[src/rtl/hs4_rx_fifo.sv]
// Clocked receiver for the self-timed stage3 pipeline: four-phase req/ack in, FIFO, valid/ready out.
// Define HS4_RX_SYNC3_EN for a 3-flop req_in synchronizer (default is 2 flops).
module hs4_rx_fifo #(
    parameter  int DW    = 3,
    parameter  int DEPTH = 4,
    localparam int AW    = $clog2(DEPTH)
) (
    input  logic          clk,
    input  logic          rst_n,
    input  logic          req_in,
    input  logic [DW-1:0] data_in,
    output logic          ack_out,
    output logic          valid_out,
    input  logic          ready_in,
    output logic [DW-1:0] data_out,
    output logic [AW:0]   level
);

`ifdef HS4_RX_SYNC3_EN
    localparam int SYNC_LEN = 3;
`else
    localparam int SYNC_LEN = 2;
`endif

    localparam logic [AW:0] FULL_LEVEL = (AW+1)'(DEPTH);

    typedef enum logic {
        IDLE = 1'b0,
        ACK  = 1'b1
    } state_t;

    state_t               state, state_nx;
    logic [SYNC_LEN-1:0]  req_sync;
    logic                 req_s;
    logic                 push, pop;
    logic [AW-1:0]        wr_ptr, rd_ptr;
    logic [DW-1:0]        mem [DEPTH];

    // req_in is asynchronous to clk; only the last flop of the chain is used.
    // NOTE: sequential state uses non-blocking (<=) so every flop samples pre-edge values.
    always_ff @(posedge clk or negedge rst_n) begin
        if (!rst_n) begin
            req_sync <= '0;
        end else begin
            req_sync <= {req_sync[SYNC_LEN-2:0], req_in};
        end
    end

    assign req_s = req_sync[SYNC_LEN-1];

    always_ff @(posedge clk or negedge rst_n) begin
        if (!rst_n) begin
            state <= IDLE;
        end else begin
            state <= state_nx;
        end
    end

    // Full check uses the registered level, so a same-cycle pop never frees space for a push.
    // NOTE: defaults first in always_comb so no path leaves an output unassigned (no latch).
    always_comb begin
        state_nx = state;
        push     = 1'b0;
        case (state)
            IDLE: begin
                if (req_s && (level != FULL_LEVEL)) begin
                    push     = 1'b1;
                    state_nx = ACK;
                end
            end
            ACK: begin
                if (!req_s) begin
                    state_nx = IDLE;
                end
            end
            default: state_nx = IDLE;
        endcase
    end

    assign ack_out   = (state == ACK);
    assign valid_out = (level != '0);
    assign pop       = valid_out && ready_in;

    // NOTE: memory is reset here because data_out must read zero out of reset; plain
    // storage arrays normally stay unreset.
    always_ff @(posedge clk or negedge rst_n) begin
        if (!rst_n) begin
            for (int i = 0; i < DEPTH; i++) begin
                mem[i] <= '0;
            end
        end else if (push) begin
            mem[wr_ptr] <= data_in;
        end
    end

    always_ff @(posedge clk or negedge rst_n) begin
        if (!rst_n) begin
            wr_ptr <= '0;
            rd_ptr <= '0;
            level  <= '0;
        end else begin
            if (push) begin
                wr_ptr <= wr_ptr + 1'b1;
            end
            if (pop) begin
                rd_ptr <= rd_ptr + 1'b1;
            end
            case ({push, pop})
                2'b10:   level <= level + 1'b1;
                2'b01:   level <= level - 1'b1;
                default: level <= level;
            endcase
        end
    end

    assign data_out = mem[rd_ptr];

endmodule

[config.mk]
export PLATFORM = sky130hd
export DESIGN_NAME = hs4_rx_fifo
export DESIGN_NICKNAME = d
export VERILOG_FILES = /design/src/rtl/hs4_rx_fifo.sv
export SDC_FILE = /design/constraint.sdc
export NUM_CORES = 1
export LEC_CHECK = 0
export CORE_MARGIN = 2
export CORE_UTILIZATION = 56
export CTS_CLUSTER_DIAMETER = 40
export DETAILED_ROUTE_END_ITERATION = 10
export GPL_ROUTABILITY_DRIVEN = 0
export PLACE_DENSITY = 0.86
export SLEW_MARGIN = 20
export SYNTH_ARGS = -nofsm -noshare
export SYNTH_HDL_FRONTEND = slang
export SYNTH_SLANG_ARGS = --single-unit
[constraint.sdc]
create_clock -name clk -period 3.95 [get_ports clk]
set_input_delay 0.5925 -clock clk [delete_from_list [all_inputs] [get_ports clk]]
set_output_delay 0.5925 -clock clk [all_outputs]
set_load 0.02 [all_outputs]
; Yosys cells after proc, flatten, opt, wreduce, memory -nomap -nowiden
; Cells that the tools add are included.
[op_classes]
n_addsub = 4
multipliers = 0
div = 0
order_cmp = 3
eq_ne = 3
shifts = 0
n_mux = 11
bitwise_logic = 3
reduce_logical = 5
[op_table]
columns = op, count
row1 = bitwise mux 12 bit, 1
row2 = two-way mux 3 bit, 3
row3 = binary-select mux 3 bit (select 2 bit), 1
row4 = demux 3 bit (select 2 bit), 1
row5 = "greater-or-equal comparator 3 bit, second input constant", 2
row6 = inverter 2 -> 3 bit, 2
row7 = case mux 3 bit (2 select lines), 1
row8 = "adder 2 x 1 -> 2 bit, second input constant", 2
row9 = "adder 3 x 1 -> 3 bit, second input constant", 1
row10 = logical AND 1 bit, 3
row11 = "less-than comparator 3 x 1 -> 1 bit, second input constant", 1
row12 = two-way mux 1 bit, 3
row13 = "inequality test 3 bit, second input constant", 1
row14 = nonzero test 3 bit, 1
row15 = "subtractor 3 x 1 -> 3 bit, second input constant", 1
row16 = "== test 2 x 1 -> 1 bit, second input constant", 1
row17 = "== test 2 bit, second input constant", 1
row18 = case mux 1 bit (2 select lines), 1
row19 = nonzero test 2 bit, 1
row20 = inverter 1 bit, 1
[totals]
reg_bits = 22
latchBits = 0
ram_bits = 0
romBits = 0
input_bits = 7
output_inout_bits = 8
wordCells = 38
n_memories = 0

; Longest topological paths before layout
; Gate-level depths: netlist of run 1.
[depth]
word_depth = 6
mapped_depth = 9
ltp_nobuf = 9

; Worst setup path after synthesis of run 1
; Ideal clock, no wire load.
[synth_timing]
path_kind = reg2reg
start = register level[2]
end = register level[2]
setup_time_ns = 0.133
arrival_ns = 1.869
required_ns = 3.817
path_slack_ns = 1.949
path_stages_with_launch = 10
path_buffers = 0
period_less_slack_ns = 2.001
cell_sequence = dfrtp_1 > nor3b_2 > nor3b_1 > inv_1 > ha_1 > inv_1 > fa_1 > xor2_1 > nor2_1 > xor2_1
[synth_between]
elab_chain_len = 6
word_cells_on_any_way = 12
classes_between = add/sub (2) / eq/ne (3) / mux (3) / reduce/logical (4)
[synth_rtl]
columns = item, line
row1 = "start, declared", 16  ; output logic [AW:0] level
row2 = "start signal, assigned", 109  ; 2'b10: level <= level + 1'b1;
row3 = "start signal, assigned", 110  ; 2'b01: level <= level - 1'b1;
row4 = "start signal, assigned", 111  ; default: level <= level;
row5 = inequality test 3 bit, 66  ; if (req_s && (level != FULL_LEVEL)) begin
row6 = logical AND 1 bit, 66
row7 = two-way mux 1 bit, 66
row8 = two-way mux 1 bit, 64  ; case (state)
row9 = == test 2 x 1 -> 1 bit / == test 2 bit (equally long branches), 108  ; case ({push, pop})
row10 = case mux 3 bit (2 select lines) / nonzero test 2 bit (equally long branches), -
; Several ways; a longest one is shown, not always the timed one.
; A chain may end at the register's enable or synchronous reset.

; Final worst setup path of run 1
[layout_timing]
start = register rd_ptr[0]
end = output port data_out[2]
[layout_between]
elab_chain_len = 4
[layout_rtl]
columns = item, line
row1 = "start, declared", 36  ; logic [AW-1:0] wr_ptr, rd_ptr;
row2 = "start signal, assigned", 106  ; rd_ptr <= rd_ptr + 1'b1;
row3 = inverter 2 -> 3 bit (implied by the code), 116  ; assign data_out = mem[rd_ptr];
row4 = binary-select mux 3 bit (select 2 bit), 116
row5 = two-way mux 3 bit (implied by the code) (2 in a row), 116
row6 = "end, declared", 15  ; output logic [DW-1:0] data_out,
; No other way between the ends. The select of a mux whose other input is x is not followed.

==> impl_summary.log, run 1 <==
INFO  metric initial_antenna_violation_count = 0
INFO  metric reg2reg_setup_slack = 1.80 ns
INFO  metric ctsRootBufferMaster = sky130_fd_sc_hd__clkbuf_4
INFO  metric clock_insertion_delay_worst_skew = 0.30 ns
INFO  metric top_ports = 15
INFO  metric nFillCells = 123
INFO  metric diodes = 0
INFO  metric synthesis.area_per_instance = 14.89 sq um
INFO  metric finalSetupTns = 0 ns
INFO  metric yosysUniqueCellTypes = 19
INFO  metric cts_setup_buffers = 0
INFO  metric detailed_router_iteration_count_before_antenna_repair = 4
INFO  metric drv_cap = 0
INFO  metric power.static_leakage = 0.5528 nW
INFO  metric crit_family = buffers and inverters
INFO  metric fmax = 401.6 MHz
INFO  metric cp_num_buf_inv = 1
INFO  metric final_min_period_over_clock_period = 63.03%
INFO  metric cp_slowest_cell = sky130_fd_sc_hd__clkdlybuf4s50_1
INFO  metric crit_path_max_incr_delay = 0.55 ns
INFO  metric timing.critical_path.required = 3.36 ns
INFO  metric grt.total_usage = 19.81%
INFO  metric setup.worst_path.start_class = flop
INFO  metric drcViolationCount = 0
INFO  metric io_buffers = 14
INFO  metric tightest_slew = 0.5049 ns
INFO  metric slew_headroom = 66.27%
INFO  metric floorplan.rows = 15
INFO  metric worstSetupPathType = reg -> out
INFO  metric detail_route.wl_per_cell = 14.89 um
INFO  metric syn_inst = 70
INFO  metric cts.hold.buffers_added = 0
INFO  metric die_area = 2222 sq um
INFO  metric ys_ff_latch = 22
INFO  metric cts_tree = yes
INFO  metric hold_viol_final = 0
INFO  metric via_density = 5.384
INFO  metric async_reset_ff_share = 100.0%
INFO  metric most_frequent_standard_cell_in_the_layout_excluding_fill_and_tap_cells = sky130_fd_sc_hd__dfrtp_1
INFO  metric run_status = completed
INFO  metric postSynthNetCount = 83
INFO  metric drtAntennaViolNets = 0
INFO  metric detail_route.wirelength = 1.668 mm
INFO  metric share_of_layout_cells_above_drive_strength_1 = 18.39%
INFO  metric grt_start_max_net_pins = 23
INFO  metric synthesis.area = 1042 sq um
INFO  metric initial_utilization = 59.71%
INFO  metric cts.reportedPaths.clkPinSlew = 0.12 ns
INFO  metric globalRouteOverflowTotal = 0
INFO  metric grt_setup_unrepaired = no
INFO  metric pwr_density_cell = 827.9 nW/um^2
INFO  metric vdd.ir_drop.worst = 0.5103 mV
INFO  metric first_pass_grt_wire_length = 2.918 mm
INFO  metric critical_path.reg2reg.endpoint = level[2]$_DFFE_PN0P_
INFO  metric final_nets = 101
INFO  metric level_count_of_the_clock_h_tree = 1
INFO  metric dr_total_vias = 603
INFO  metric die_h = 47.14 um
INFO  metric synth.top_cells.by_area = sky130_fd_sc_hd__dfrtp_1 (53%), sky130_fd_sc_hd__mux2_1 (13%), sky130_fd_sc_hd__mux4_2 (6.5%), sky130_fd_sc_hd__ha_1 (6.0%), sky130_fd_sc_hd__and4bb_2 (4.8%)
INFO  metric utilization = 72.04%
INFO  metric crit_fanout = 5
INFO  metric areaGrowthSynthToFinish = 20.65%
INFO  metric crit-reg2reg-launch = level[2]$_DFFE_PN0P_
INFO  metric finalCriticalPeriod = 2.490 ns
INFO  metric synth_top_cell_by_area = sky130_fd_sc_hd__dfrtp_1
INFO  metric yosysSeqAreaShare = 52.82%
INFO  metric cts.repair.resized = 0
INFO  metric fin_worst_skew = 0.004370 ns
INFO  metric crit_path_cell_trace = mux4_2 > clkdlybuf4s50_1
INFO  metric vias_in_the_first_global_route = 673
INFO  metric worstRegToRegCells = 9
INFO  metric drt_first_iter_violations = 5
INFO  metric placeableCoreArea = 1745 sq um
INFO  metric critical_path_stages = 2
INFO  metric bufs_on_longest_clock_path = 2
INFO  metric post_synth_edffs = 0
INFO  metric timing.final.max_slew_violations = 0
INFO  metric detailedPlacementHpwl = 1.273 mm
INFO  metric timing.final.setup_violations = 0
INFO  metric cts.sinks = 22
INFO  metric fraction_of_post_synthesis_cell_area_in_the_top_cell_type_by_area = 52.82%
INFO  metric synth_warnings = 0
INFO  metric hp-class = in -> async
INFO  metric cts_inserted_buffers = 3
INFO  metric ys_dominant_reg_cell = sky130_fd_sc_hd__dfrtp_1
INFO  metric critical_path_arrival = 1.90 ns
INFO  metric mostFrequentLayoutCells = sky130_fd_sc_hd__dfrtp_1 (22), sky130_fd_sc_hd__clkdlybuf4s50_1 (13), sky130_fd_sc_hd__mux2_1 (12)
INFO  metric fp.dieW = 47.14 um
INFO  metric endpoint_kind = output pin
report_power, final:
| part | internal (W) | switching, W |
|---|---|---|
| clock | 0.000102 | 0.0000666 |
| combinational | 0.000260 | 0.000197 |
| sequential | 0.000329 | 0.0000869 |
| total | 0.000691 | 0.000351 |
metrics by stage:
step           total power [W]  setup slack, ns  instances  cell area, sq um  hold WS [ns]
3_3_place_gp         0.0008609            1.681        108              1210        0.3343
2_1_floorplan        0.0007085            1.949         70              1042        0.2969
3_5_place_dp         0.0008830            1.628        108              1210        0.3477
6_report              0.001041            1.460        112              1257        0.2268
4_1_cts               0.001057            1.425        112              1262        0.3770
5_1_grt               0.001116            1.360        112              1257        0.2512
registers in the layout (all words and copies together) (netlist names):
register and count:
mem 12, level 3, rd_ptr 2, req_sync 2, wr_ptr 2, ack_out 1
synthesized netlist by cell type (all sizes together) (2+ instances only):
cell type,n
dfrtp,22
mux2,13
inv,7
ha,5
and4bb,4
mux4,3
xnor2,3
xor2,3
nor3b,2
kinds of logic (layout without fill, tap and decap cells):
| family | Yosys count | count (layout) | share of synthesized area (%) |
|---|---|---|---|
| xor gates and xnor gates | 6 | 6 | 5.043 |
| adders and majority gates | 6 | 6 | 7.923 |
| AOI/OAI and AO/OA | 2 | 2 | 1.681 |
| DFF | 22 | 22 | 52.82 |
| muxes | 17 | 17 | 21.49 |
| buffers and inverters | 8 | 25 | 2.881 |
| and+or+nand+nor | 9 | 9 | 8.163 |
worst max path at each step:
stage,start,to
after floorplan,level[2]$_DFFE_PN0P_,level[2]$_DFFE_PN0P_
after global placement,ready_in,level[2]$_DFFE_PN0P_
after detailed placement,ready_in,level[2]$_DFFE_PN0P_
after CTS,rd_ptr[0]$_DFFE_PN0P_,data_out[2]
after global routing,rd_ptr[0]$_DFFE_PN0P_,data_out[1]
final,rd_ptr[0]$_DFFE_PN0P_,data_out[2]
metal layers:
layer / up-vias / share of wire (%) / global-route usage [%]
met5: - / 0 / 0
met4: 0 / 1.2 / 6.667
met3: 2 / 4.9 / 4.615
met2: 14 / 51 / 33.42
met1: 306 / 43 / 25.26
li1: 281 / - / -
area by class of cell:
| cell class | count | area [sq um] | share of cell area [%] |
|---|---|---|---|
| Clock buffer | 3 | 22.52 | 1.791 |
| Clock inverter | 1 | 30.03 | 2.388 |
| Inverter | 7 | 26.28 | 2.090 |
| Multi-Input combinational cell | 40 | 461.7 | 36.72 |
| Sequential cell | 22 | 550.5 | 43.78 |
| Tap cell | 25 | 31.28 | 2.488 |
| Timing Repair Buffer | 14 | 135.1 | 10.75 |
worst register-to-register path, cell delays in order, from the launching register on:
cell	delay (ns)
sky130_fd_sc_hd__dfrtp_1	0.46
sky130_fd_sc_hd__nor3b_2	0.21
sky130_fd_sc_hd__nor3b_1	0.45
sky130_fd_sc_hd__inv_1	0.10
sky130_fd_sc_hd__ha_1	0.24
sky130_fd_sc_hd__inv_1	0.08
sky130_fd_sc_hd__fa_1	0.18
sky130_fd_sc_hd__xor2_1	0.14
sky130_fd_sc_hd__nor2_1	0.06
sky130_fd_sc_hd__xor2_1	0.13
Power figures use the tool's default switching activity.
==> run 2: changes to the inputs <==
- CORE_UTILIZATION: 56 -> 52
- PLACE_DENSITY: 0.86 -> 0.81
- clock period: 3.95 -> 2.4 ns (I/O delays scaled with it)
==> run 2 against run 1 <==
Net effect:
- worst setup slack worse by 1.3 ns
- worst hold slack better by 0.14 ns
- sequential power rose by 66%
- largest power group unchanged
- non-clock buffer count grew 2
- via count shrank 1.0%
- wire length grew 3.7%
- design area increased by 1.8%
- die area grew 7.0%
- clock-buffer cell count unchanged
- critical path type unchanged
==> impl_summary.log, run 2 (synthesis gave the netlist of run 1 again) <==
INFO  metric power.switching_fraction = 33.94% (+0.26 points)
INFO  metric cts_tree = yes
INFO  metric worstSetupPathType = reg -> out
INFO  metric p_int = 0.001142 W (+65%)
INFO  metric setup.worst_path.start_class = flop
INFO  metric share_of_layout_cells_above_drive_strength_1 = 19.10% (+0.71 points)
INFO  metric drcViolationCount = 0 (unchanged)
INFO  metric ctsRootBufferMaster = sky130_fd_sc_hd__clkbuf_4
INFO  metric final-instance-count-excl-fill = 116 (+3.6%)
INFO  metric hp-class = reg -> reg
INFO  metric slew_headroom = 80.18% (+14 points)
INFO  metric fin_worst_hold_slack = 0.3692 ns (+0.1424 ns)
INFO  metric detail_route.wl_per_cell = 14.91 um (about the same)
INFO  metric post-layout-total-power = 0.001728 W (+66%)
INFO  metric dr_total_vias = 597 (-1.0%)
INFO  metric grt_setup_unrepaired = no
INFO  metric tightest_slew = 0.2960 ns (-0.2089 ns)
INFO  metric pwr_density_cell = 1350 nW/um^2 (+63%)
INFO  metric hold_viol_final = 0 (unchanged)
INFO  metric clock_insertion_delay_worst_skew = 0.30 ns (about the same)
INFO  metric endpoint_kind = output pin
INFO  metric cts.reportedPaths.clkPinSlew = 0.12 ns (about the same)
INFO  metric first_pass_grt_wire_length = 3.139 mm (+7.6%)
INFO  metric initial_antenna_violation_count = 0 (unchanged)
INFO  metric top_ports = 15 (unchanged)
INFO  metric timing.critical_path.required = 2.04 ns (-1.32 ns)
INFO  metric fin_ws = 0.1474 ns (-1.313 ns)
INFO  metric globalRouteOverflowTotal = 0 (unchanged)
INFO  metric power.static_leakage = 0.5627 nW (+1.8%)
INFO  metric die_area = 2379 sq um (+7.0%)
INFO  metric io_buffers = 14 (unchanged)
INFO  metric diodes = 0 (unchanged)
INFO  metric largest_registers = mem (12), level (3)
INFO  metric cts.hold.buffers_added = 0 (unchanged)
INFO  metric cts.repair.resized = 0 (unchanged)
INFO  metric vdd.ir_drop.worst = 0.7026 mV (+38%)
INFO  metric mostFrequentLayoutCells = sky130_fd_sc_hd__dfrtp_1 (22), sky130_fd_sc_hd__clkdlybuf4s50_1 (14), sky130_fd_sc_hd__mux2_1 (12)
INFO  metric die_h = 48.77 um (+3.5%)
INFO  metric p_switching = 0.0005864 W (+67%)
INFO  metric floorplan.rows = 16 (+1)
INFO  metric cts.sinks = 22 (unchanged)
INFO  metric areaGrowthSynthToFinish = 22.81%
INFO  metric reg2reg_setup_slack = 0.31 ns (-1.49 ns)
INFO  metric post-place-cells = 112 (+3.7%)
INFO  metric final_min_period_over_clock_period = 93.86%
INFO  metric fin_worst_skew = 0.0009954 ns (-0.003375 ns)
INFO  metric crit_fanout = 5 (unchanged)
INFO  metric most_frequent_standard_cell_in_the_layout_excluding_fill_and_tap_cells = sky130_fd_sc_hd__dfrtp_1
INFO  metric grt.total_usage = 17.69% (-2.1 points)
INFO  metric drv_cap = 0 (unchanged)
INFO  metric detailed_router_iteration_count_before_antenna_repair = 3 (-1)
INFO  metric power_frac_comb = 43.9% (about the same)
INFO  metric largest_register = mem
INFO  metric fp.dieW = 48.77 um (+3.5%)
INFO  metric vias_in_the_first_global_route = 664 (-1.3%)
INFO  metric placeableCoreArea = 1922 sq um (+10%)
INFO  metric timing.final.max_slew_violations = 0 (unchanged)
INFO  metric clock_group_share_of_total_power = 16.3% (about the same)
INFO  metric cts_setup_buffers = 0 (unchanged)
INFO  metric bufs_on_longest_clock_path = 2 (unchanged)
INFO  metric cts_inserted_buffers = 3 (unchanged)
INFO  metric largest_reg_flops = 12 (unchanged)
INFO  metric p_seq_share = 39.8% (about the same)
INFO  metric drtAntennaViolNets = 0 (unchanged)
INFO  metric detailedPlacementHpwl = 1.319 mm (+3.7%)
INFO  metric detail_route.wirelength = 1.729 mm (+3.7%)
INFO  metric grt_start_max_net_pins = 23 (unchanged)
INFO  metric critical_path_arrival = 1.89 ns (about the same)
INFO  metric timing.final.setup_violations = 0 (unchanged)
INFO  metric drt_first_iter_violations = 8 (+3)
INFO  metric finalCriticalPeriod = 2.253 ns
INFO  metric final_nets = 103 (+2.0%)
INFO  metric initial_utilization = 54.23% (-5.5 points)
INFO  metric run_status = completed
INFO  metric fmax = 443.9 MHz
INFO  metric level_count_of_the_clock_h_tree = 1 (unchanged)
INFO  metric via_density = 5.147 (-4.4%)
INFO  metric preCtsSetupSlack = 0.2753 ns (-1.353 ns)
INFO  metric finalSetupTns = 0 ns (unchanged)
run 2: metal layers:
metal / up-vias / GRT usage, % / part of all wire (%)
li1: 283 / - / -
met1: 297 / 23.53 / 45
met2: 13 / 28.08 / 50
met3: 4 / 3.988 / 3.1
met4: 0 / 7.619 / 2.0
met5: - / 0 / 0
run 2: cell type report:
cell class                      instances  area (sq um)
Timing Repair Buffer                   16         155.1
Clock buffer                            3         22.52
Sequential cell                        22         550.5
Clock inverter                          1         30.03
Tap cell                               27         33.78
Multi-Input combinational cell         40         461.7
Inverter                                7         26.28
Fill cell                             151         641.9
run 2: path summary, 6_finish.rpt:
path / from / to / cells after the start
setup / recovery: rd_ptr[0]$_DFFE_PN0P_ / data_out[1] / 2
hold / removal: req_sync[0]$_DFF_PN0_ / req_sync[1]$_DFF_PN0_ / 0
setup reg to reg: level[0]$_DFFE_PN0P_ / level[2]$_DFFE_PN0P_ / 9
hold reg to reg: req_sync[0]$_DFF_PN0_ / req_sync[1]$_DFF_PN0_ / 0
max in group asynchronous: rst_n / wr_ptr[0]$_DFFE_PN0P_ / 2
min in group asynchronous: rst_n / req_sync[0]$_DFF_PN0_ / 2
run 2: stage by stage:
step | utilization, % | cell area (sq um)
global placement | 63.87 | 1227
floorplan | - | 1042
finish | 66.60 | 1280
global route | 66.60 | 1280
CTS | 66.60 | 1280
detailed placement | 63.87 | 1227
run 2: power groups by stage:
stage / Combinational, W / Clock, W / Sequential, W
floorplan: 0.000492 / 0 / 0.000674
global placement: 0.000735 / 0 / 0.000685
finish: 0.000759 / 0.000282 / 0.000687
detailed placement: 0.000767 / 0 / 0.000698
global route: 0.000830 / 0.000306 / 0.000716
CTS: 0.000773 / 0.000285 / 0.000689
run 2: worst max-delay path: stages (launching register included):
cell and delay [ns]:
sky130_fd_sc_hd__dfrtp_1 0.51, sky130_fd_sc_hd__mux4_2 0.53, sky130_fd_sc_hd__clkdlybuf4s50_1 0.55
